File: src/rtl/pc_next_unit.sv
// pc_next_unit: program-counter unit. Owns the PC register, resolves branch
// conditions from the ALU flags and selects the next fetch address. After a
// taken redirect it runs a flush window of FLUSH_SLOTS cycles, and a halt
// instruction parks the PC until resume.
// Optional feature: define PC_BRANCH_STATS_EN to add saturating 32-bit
// branch statistics outputs br_taken_cnt and br_total_cnt.
module pc_next_unit #(
  parameter int unsigned       ADDR_W      = 32,
  parameter int unsigned       INSTR_BYTES = 4,
  parameter logic [ADDR_W-1:0] RESET_ADDR  = '0,
  parameter int unsigned       FLUSH_SLOTS = 2
) (
  input  logic              clk,
  input  logic              rst_n,
  input  logic              stall,
  input  logic              instr_valid,
  input  logic [2:0]        br_sel,
  input  logic [1:0]        jmp_sel,
  input  logic              zero,
  input  logic              carry,
  input  logic              overflow,
  input  logic              negative,
  input  logic [ADDR_W-1:0] imm_addr,
  input  logic [ADDR_W-1:0] reg_addr,
  input  logic [ADDR_W-1:0] br_addr,
  input  logic              resume,
`ifdef PC_BRANCH_STATS_EN
  output logic [31:0]       br_taken_cnt,
  output logic [31:0]       br_total_cnt,
`endif
  output logic [ADDR_W-1:0] pc,
  output logic [1:0]        next_sel,
  output logic              redirect,
  output logic              flush,
  output logic              halted
);

  localparam logic [ADDR_W-1:0] INC        = ADDR_W'(INSTR_BYTES);
  // Targets are forced onto an instruction boundary.
  localparam logic [ADDR_W-1:0] ALIGN_MASK = ~(INC - ADDR_W'(1));
  localparam logic [3:0]        FLUSH_INIT = 4'(FLUSH_SLOTS);

  localparam logic [1:0] SEL_SEQ  = 2'b00;
  localparam logic [1:0] SEL_JMP  = 2'b01;
  localparam logic [1:0] SEL_HOLD = 2'b10;
  localparam logic [1:0] SEL_BR   = 2'b11;

  typedef enum logic [1:0] {
    ST_RUN   = 2'd0,
    ST_FLUSH = 2'd1,
    ST_HALT  = 2'd2
  } state_t;

  state_t            state_q, state_d;
  logic [ADDR_W-1:0] pc_q, pc_d;
  logic [3:0]        cnt_q, cnt_d;
  logic              flush_q, flush_d;
  logic              halted_q, halted_d;

  logic              br_cond;
  logic              take;
  logic [ADDR_W-1:0] target;

  // Branch condition from ALU flags (carry=1 means no borrow).
  always_comb begin
    case (br_sel)
      3'b001:  br_cond = zero;
      3'b010:  br_cond = !zero && (negative == overflow);
      3'b011:  br_cond = !zero;
      3'b100:  br_cond = (negative != overflow);
      3'b101:  br_cond = (negative == overflow);
      3'b110:  br_cond = !carry;
      3'b111:  br_cond = 1'b1;
      default: br_cond = 1'b0;
    endcase
  end

  // Next-address decision and next-state; stall freezes everything but the
  // decision itself stays visible on next_sel.
  always_comb begin
    next_sel = SEL_SEQ;
    redirect = 1'b0;
    take     = 1'b0;
    target   = '0;
    state_d  = state_q;
    pc_d     = pc_q;
    cnt_d    = cnt_q;
    flush_d  = flush_q;
    halted_d = halted_q;

    case (state_q)
      ST_RUN: begin
        if (instr_valid) begin
          if (jmp_sel == 2'b11) begin
            next_sel = SEL_HOLD;
          end else if (jmp_sel == 2'b01) begin
            next_sel = SEL_JMP;
            target   = imm_addr;
            take     = 1'b1;
          end else if (jmp_sel == 2'b10) begin
            next_sel = SEL_JMP;
            target   = reg_addr;
            take     = 1'b1;
          end else if (br_cond) begin
            next_sel = SEL_BR;
            target   = br_addr;
            take     = 1'b1;
          end
        end
        redirect = take && !stall;
        if (!stall) begin
          if (instr_valid && (jmp_sel == 2'b11)) begin
            state_d  = ST_HALT;
            halted_d = 1'b1;
          end else if (take) begin
            pc_d = target & ALIGN_MASK;
            if (FLUSH_SLOTS != 0) begin
              state_d = ST_FLUSH;
              cnt_d   = FLUSH_INIT;
              flush_d = 1'b1;
            end
          end else begin
            pc_d = pc_q + INC;
          end
        end
      end
      ST_FLUSH: begin
        // Younger slots are squashed: instr_valid is ignored, fetch goes on.
        if (!stall) begin
          pc_d  = pc_q + INC;
          cnt_d = cnt_q - 4'd1;
          if (cnt_q == 4'd1) begin
            state_d = ST_RUN;
            flush_d = 1'b0;
          end
        end
      end
      ST_HALT: begin
        next_sel = SEL_HOLD;
        if (!stall && resume) begin
          pc_d     = pc_q + INC;
          state_d  = ST_RUN;
          halted_d = 1'b0;
        end
      end
      default: begin
        state_d  = ST_RUN;
        flush_d  = 1'b0;
        halted_d = 1'b0;
        cnt_d    = 4'd0;
      end
    endcase
  end

  // PC and control state registers.
  always_ff @(posedge clk or negedge rst_n) begin
    if (!rst_n) begin
      state_q  <= ST_RUN;
      pc_q     <= RESET_ADDR;
      cnt_q    <= 4'd0;
      flush_q  <= 1'b0;
      halted_q <= 1'b0;
    end else begin
      state_q  <= state_d;
      pc_q     <= pc_d;
      cnt_q    <= cnt_d;
      flush_q  <= flush_d;
      halted_q <= halted_d;
    end
  end

  assign pc     = pc_q;
  assign flush  = flush_q;
  assign halted = halted_q;

`ifdef PC_BRANCH_STATS_EN
  logic        br_seen;
  logic        br_hit;
  logic [31:0] br_taken_q;
  logic [31:0] br_total_q;

  // A branch is counted only when its instruction is accepted; it is taken
  // only if no jump overrides it.
  always_comb begin
    br_seen = instr_valid && !stall && (state_q == ST_RUN) && (br_sel != 3'b000);
    br_hit  = br_seen && (jmp_sel == 2'b00) && br_cond;
  end

  // Saturating branch statistics counters.
  always_ff @(posedge clk or negedge rst_n) begin
    if (!rst_n) begin
      br_taken_q <= 32'd0;
      br_total_q <= 32'd0;
    end else begin
      if (br_seen && (br_total_q != 32'hFFFF_FFFF)) br_total_q <= br_total_q + 32'd1;
      if (br_hit && (br_taken_q != 32'hFFFF_FFFF)) br_taken_q <= br_taken_q + 32'd1;
    end
  end

  assign br_taken_cnt = br_taken_q;
  assign br_total_cnt = br_total_q;
`endif

endmodule

File: config.mk
export PLATFORM = sky130hd
export DESIGN_NAME = pc_next_unit
export DESIGN_NICKNAME = d
export VERILOG_FILES = /design/src/rtl/pc_next_unit.sv
export SDC_FILE = /design/constraint.sdc
export NUM_CORES = 1
export LEC_CHECK = 0
export ABC_AREA = 1
export CAP_MARGIN = 20
export CORE_ASPECT_RATIO = 0.5
export CORE_MARGIN = 4
export CORE_UTILIZATION = 23
export CTS_CLUSTER_DIAMETER = 40
export DETAILED_ROUTE_END_ITERATION = 7
export GPL_TIMING_DRIVEN = 0
export SETUP_SLACK_MARGIN = 0.3
export SYNTH_ARGS = -nofsm -noshare
export SYNTH_HDL_FRONTEND = slang
export SYNTH_SLANG_ARGS = --single-unit
File: constraint.sdc
create_clock -name clk -period 1.94 [get_ports clk]
set_clock_uncertainty 0.1 [all_clocks]
set_input_delay 0.388 -clock clk [delete_from_list [all_inputs] [get_ports clk]]
set_output_delay 0.388 -clock clk [all_outputs]
set_load 0.02 [all_outputs]
==> impl_metrics.yaml, run 1 <==
run_status:
  status: "finished, violations left"
  failed_checks: "negative setup slack"
die:
  die-area_mm2: 0.01830
  pin_count: 147
  die_w_um: 187.3
  core_mm2: 0.01557
  die_height_um: 97.67
  start_util_pct: 23.75
  rows: 32
drt:
  dr.first_iter.drc_count: 249
  vias: 4527
  wl_mm: 15.07
  drc: 0
  wl_per_cell_um: 15.46
  via_per_inst: 4.643
  ant_nets: 0
  firstDrtPassIters: 5
final_layout:
  final_common_cell: "nand2_1"
  final.fill_count: 1618
  final_util_pct: 38.79
  mostFrequentLayoutCells: "184 x nand2_1, 92 x nand3_1, 91 x clkdlybuf4s50_1"
  area_growth_pct: 63.36
  num_antenna_cells: 0
  final_layout_size_suffix_gt1_share_pct: 21.27
  fin_nets: 886
global_route:
  grtUsageTotal_pct: 16.19
  grt.overflow.total: 0
  top_usage_layer: "met2"
  groute.layer.met2.usage_pct: 27.08
  grt_pass1_vias: 4495
  grt_max_degree: 34
  gr-usage-met1_pct: 22.06
  grt_pass1_wl_mm: 23.85
  antenna_found_initial: 1
  use_met3_pct: 2.584
critical_path:
  path_delay_family: "buffers and inverters"
  cp.required_ns: 2.03
  end_kind: "flip-flop"
  cp_num_buf_inv: 5
  worstPathMaxFanout: 7
  critPathLaunchType: "flip-flop"
  critical_path_class: "flip-flop to flip-flop"
  crit_chain: "ha_4 > nand2_2 > inv_1 > nor4_4 > buf_6 > inv_8 > buf_12 > buf_16 > nand2_1 > nand2_1"
  cp_slowest_cell: "dfrtp_2"
  critPathMostFrequentCell: "nand2_1"
  max_stage_delay_ns: 0.44
  cp_data_arrival_time_ns: 2.03
place:
  gp_congestion: 0.8946
  dp_slack_ns: -1.046
  hpwl_mm: 11.72
  port_buffers: 138
sta:
  setup_viol: 1
  relSlewSlack_pct: 64.84
  max_slew.worst_pin.slew_ns: 0.5275
  drv_slew: 0
  rsz0062_at_grt: "true"
  fin_ws_ns: -0.0002118
  finalCritPeriodShare_pct: 100.0
  holdWs_ns: 0.3780
  max_freq_mhz: 515.4
  finalSetupTns_ns: -0.0002118
  final_hold_viol_count: 0
  min_period_ns: 1.940
cts:
  path_clk_slew_ns: 0.06
  cts_tree: "done"
  clk_latency_ns: 0.29
  numClockSinks: 38
  numCtsBuffers: 5
  htreeDepth: 2
  cts_max_path_buffers: 2
  cts_root_buffer: "clkbuf_16"
pwr:
  power_density_mw_per_mm2: 1327
  peakVddDrop_uv: 545.7
  p_leak_nw: 2.794
synthesis:
  ys_seq_elements: 38
  synth_edf_count: 0
  synth_async_sr_flop_share_pct: 100.0
  ys_types: 36
  syn-cell-area_mm2: 0.003699
  synth_warnings: 0
  synth_xor_area_share_pct: 2.842
  synth_top_family_by_area: "simple AND/OR/NAND/NOR gates"
  muxShareOfSynthArea_pct: 0
  synthSimpleGateAreaFrac_pct: 48.61
  synth-adder-area-share_pct: 2.030
  synth_seq_area_share_pct: 25.71
  avgSynthCellArea_um2: 6.093
  synthFlopType: "dfrtp_1"
  syn_inst: 607
  synth_compound_area_share_pct: 8.829
min_path:
  min_path_type: "primary input to asynchronous set/reset pin"
flow_run:
  drv_cap: 0
[what timing repair did]
| action | 4_1_cts | 5_1_grt |
|---|---|---|
| pin swaps | 39 | 12 |
| endpoints found under the setup margin | 72 | 54 |
| gates cloned | 3 | 0 |
| resized for setup | 167 | 35 |
| hold buffers | 1 | 0 |
| hold endpoints to repair | 5 | 0 |
| buffers inserted | 12 | 0 |
[synth_stat cells, types with 2 or more instances]
library cell / n / share of area [%]
buf_6: 2 / 0.61
nand2_1: 210 / 21
nand3_1: 96 / 13
nand3b_1: 4 / 0.81
nor3_2: 3 / 0.81
dfrtp_1: 38 / 26
clkbuf_1: 3 / 0.30
or2_2: 4 / 0.68
buf_2: 15 / 2.0
o21ai_0: 11 / 1.5
a21oi_1: 10 / 1.4
nor2_2: 5 / 0.85
xor2_1: 7 / 1.7
a22o_1: 19 / 4.5
nand4_1: 10 / 1.7
ha_1: 6 / 2.0
nand2_2: 6 / 1.0
o21ai_1: 6 / 0.81
nor2_1: 39 / 4.0
nand3_2: 3 / 0.81
inv_1: 73 / 7.4
inv_2: 5 / 0.51
nor2_4: 2 / 0.61
or2_0: 4 / 0.68
xnor2_1: 5 / 1.2
buf_4: 5 / 1.0
nor3_1: 7 / 0.95
[path summary, 6_finish.rpt]
path	end	start	depth (start not counted)	slack [ns]
worst max-delay path	pc[23]	state_q[0]	10	-0.0002
worst min-delay path	state_q[1]	rst_n	2	0.38
worst max register to register	pc[23]	state_q[0]	10	-0.0002
worst min register to register	flush	flush	2	0.38
max in group asynchronous	pc[26]	rst_n	3	0.90
min in group clk	flush	flush	2	0.38
[stage by stage]
stage,std cells,total power [mW],area (um^2)
CTS,975,7.874,5996
detailed placement,951,6.189,5454
global route,975,8.591,6042
global placement,950,6.139,5439
floorplan,608,4.431,3802
finish,975,8.018,6042
[power breakdown]
group          internal, mW  switching (mW)  total, mW
Sequential             1.22           0.624       1.84
Clock                 0.510           0.354      0.864
Combinational          2.36            2.96       5.31
[cell families (layout without fill, tap and decap cells)]
kind of cell,after synthesis,in the layout
DFF,38,38
adders and majority gates,6,6
and+or+nand+nor,398,398
AOI/OAI and AO/OA,49,49
other,1,2
xor gates and xnor gates,12,12
buffers and inverters,103,266
[flip-flops by register name (all words and copies together) (netlist names)]
signal,cells
state_q,2
cnt_q,4
flush,1
halted,1
pc,30
[metal layers]
layer / part of all wire [%] / vias up
met3: 4.4 / 14
met4: 1.1 / 2
met1: 47 / 2110
li1: - / 2283
met2: 47 / 118
met5: 0.13 / -
[cell type report]
| type | instances | area [um^2] | share of cell area (%) |
|---|---|---|---|
| Buffer | 25 | 222.7 | 3.686 |
| Clock buffer | 6 | 138.9 | 2.299 |
| Clock inverter | 2 | 12.51 | 0.2071 |
| Inverter | 78 | 317.8 | 5.260 |
| Multi-Input combinational cell | 467 | 2577 | 42.66 |
| Sequential cell | 38 | 963.4 | 15.95 |
| Tap cell | 204 | 255.2 | 4.224 |
| Timing Repair Buffer | 154 | 1543 | 25.53 |
| Timing Repair inverter | 1 | 11.26 | 0.1864 |
No activity file was read; power rests on OpenSTA's default activity.
==> run 2: changes to the inputs <==
Settings changed: ABC_CLOCK_PERIOD_IN_PS set to 1940, DONT_BUFFER_PORTS set to 1, PLACE_DENSITY set to 0.32.
==> impl_metrics.yaml, run 2 (synthesis results as in run 1) <==
pwr:
  p_comb_share_pct: 56.9
  p_total_mw: 7.316
  intPower_mw: 3.448
  swShare_pct: 52.87
  peakVddDrop_uv: 389.4
  pwr-share-seq_pct: 32.2
  clockPowerShare_pct: 10.9
  netSwitchingPower_mw: 3.868
  p_leak_nw: 2.206
  power_density_mw_per_mm2: 1535
cts:
  htreeDepth: 2
  cts_root_buffer: "clkbuf_16"
  path_clk_slew_ns: 0.06
  numCtsBuffers: 5
  numClockSinks: 38
  cts_max_path_buffers: 2
  clk_latency_ns: 0.28
  cts_tree: "done"
die:
  start_util_pct: 23.75
  pin_count: 147
  die_w_um: 187.3
  die_height_um: 97.67
  rows: 32
  die-area_mm2: 0.01830
  core_mm2: 0.01557
global_route:
  grt_pass1_vias: 3951
  grtUsageTotal_pct: 16.69
  grt_max_degree: 39
  antenna_found_initial: 0
  use_met3_pct: 3.912
  grt_pass1_wl_mm: 23.87
  top_usage_layer: "met1"
  groute.layer.met2.usage_pct: 24.15
  gr-usage-met1_pct: 25.63
  grt.overflow.total: 0
sta:
  holdWs_ns: 0.2347
  final_hold_viol_count: 0
  finalCritPeriodShare_pct: 97.50
  max_freq_mhz: 528.7
  min_period_ns: 1.891
  drv_slew: 0
  rsz0062_at_grt: "true"
  setup_viol: 0
  max_slew.worst_pin.slew_ns: 0.5964
  relSlewSlack_pct: 60.24
critical_path:
  end_kind: "flip-flop"
  reg2reg_from: "state_q[0]"
  cp_data_arrival_time_ns: 1.97
  worstPathMaxFanout: 6
  cp.required_ns: 2.02
  worst-r2r-setup-slack_ns: 0.05
  rr_worst_depth: 10
  critPathLaunchType: "flip-flop"
  critical_path_class: "flip-flop to flip-flop"
  r2r-end: "pc[7]"
drt:
  drc: 0
  dr.first_iter.drc_count: 184
  vias: 3964
  via_per_inst: 4.719
  wl_mm: 15.42
  ant_nets: 0
  firstDrtPassIters: 4
  wl_per_cell_um: 18.36
final_layout:
  largest_register_ff_count: 30
  area_growth_pct: 28.89
  final_common_cell: "nand2_1"
  final_layout_size_suffix_gt1_share_pct: 27.04
  num_antenna_cells: 0
  final_area_mm2: 0.004767
  mostFrequentLayoutCells: "190 x nand2_1, 80 x nand3_1, 66 x inv_1"
  fin_nets: 752
place:
  port_buffers: 0
  placed_area_mm2: 0.004058
  hpwl_mm: 12.12
  gp_congestion: 0.7925
run_status:
  status: "complete, no violations"
min_path:
  holdPathEnd: "flush"
  min_path_type: "primary input to flip-flop"
  min_from: "stall"
  whs_path_depth: 3
flow_run:
  drv_cap: 0
## run 2: changes by cell type in the layout (fill, tap and decap cells not counted), sizes merged, moves of 2 or more
cell / delta
clkdlybuf4s15: -10
dlygate4sd2: -24
buf: -5
clkdlybuf4s50: -91
clkbuf: -2
## run 2: layout make-up
cell class,instances,area [um^2]
timing repair buffer,21,221.5
multi-input combinational,467,2660
fill,1788,10810
clock buffer,7,132.6
tap,204,255.2
sequential,38,980.9
inverter,78,312.8
buffer,25,203.9
## run 2: how the worst max path moves through the flow
stage / start / end / slack, ns / depth (start not counted)
floorplan: br_sel[1] / next_sel[1] / 0.25 / 8
global placement: state_q[1] / pc[29] / -0.29 / 9
detailed placement: state_q[1] / pc[29] / -0.28 / 9
CTS: state_q[0] / pc[21] / 0.04 / 9
global route: state_q[0] / pc[9] / -0.05 / 10
finish: state_q[0] / pc[7] / 0.05 / 10
## run 2: power by group through the flow
stage | combinational (mW) | sequential, mW | clock, mW
floorplan | 2.42 | 2.01 | 0
global placement | 3.24 | 2.31 | 0
detailed placement | 3.23 | 2.31 | 0
CTS | 3.72 | 2.35 | 0.847
global route | 4.69 | 2.44 | 0.890
finish | 4.16 | 2.35 | 0.799
## run 2: layer usage
metal	wire length (um)	part of all wire, %
met5	0	0
met4	78	0.51
met3	805	5.2
met2	6347	41
met1	8188	53
## run 2: stage by stage
step / TNS [ns] / std cells / utilization [%] / worst slack [ns]
after floorplan: 0 / 608 / - / 0.2515
after global placement: -6.788 / 812 / 26.05 / -0.2888
after detailed placement: -6.409 / 812 / 26.05 / -0.2763
after CTS: 0 / 828 / 28.52 / 0.04320
after global routing: -0.2799 / 840 / 30.61 / -0.05461
final: 0 / 840 / 30.61 / 0.04850
## run 2: timing repair
| item | CTS | global route |
|---|---|---|
| resized for setup | 58 | 61 |
| pin swaps | 7 | 30 |
| gates cloned | 1 | 1 |
| hold endpoints to repair | 38 | 0 |
| buffers inserted | 6 | 11 |
| endpoints found under the setup margin | 37 | 40 |
| hold buffers | 2 | 0 |
## run 2: worst max-delay path, stage by stage (launching register included)
cell,delay [ns]
dfrtp_1,0.42
inv_2,0.10
ha_4,0.21
nand2_4,0.08
a21oi_4,0.18
nor4_4,0.05
buf_6,0.14
buf_8,0.14
or2_2,0.27
nand2_1,0.06
inv_1,0.03
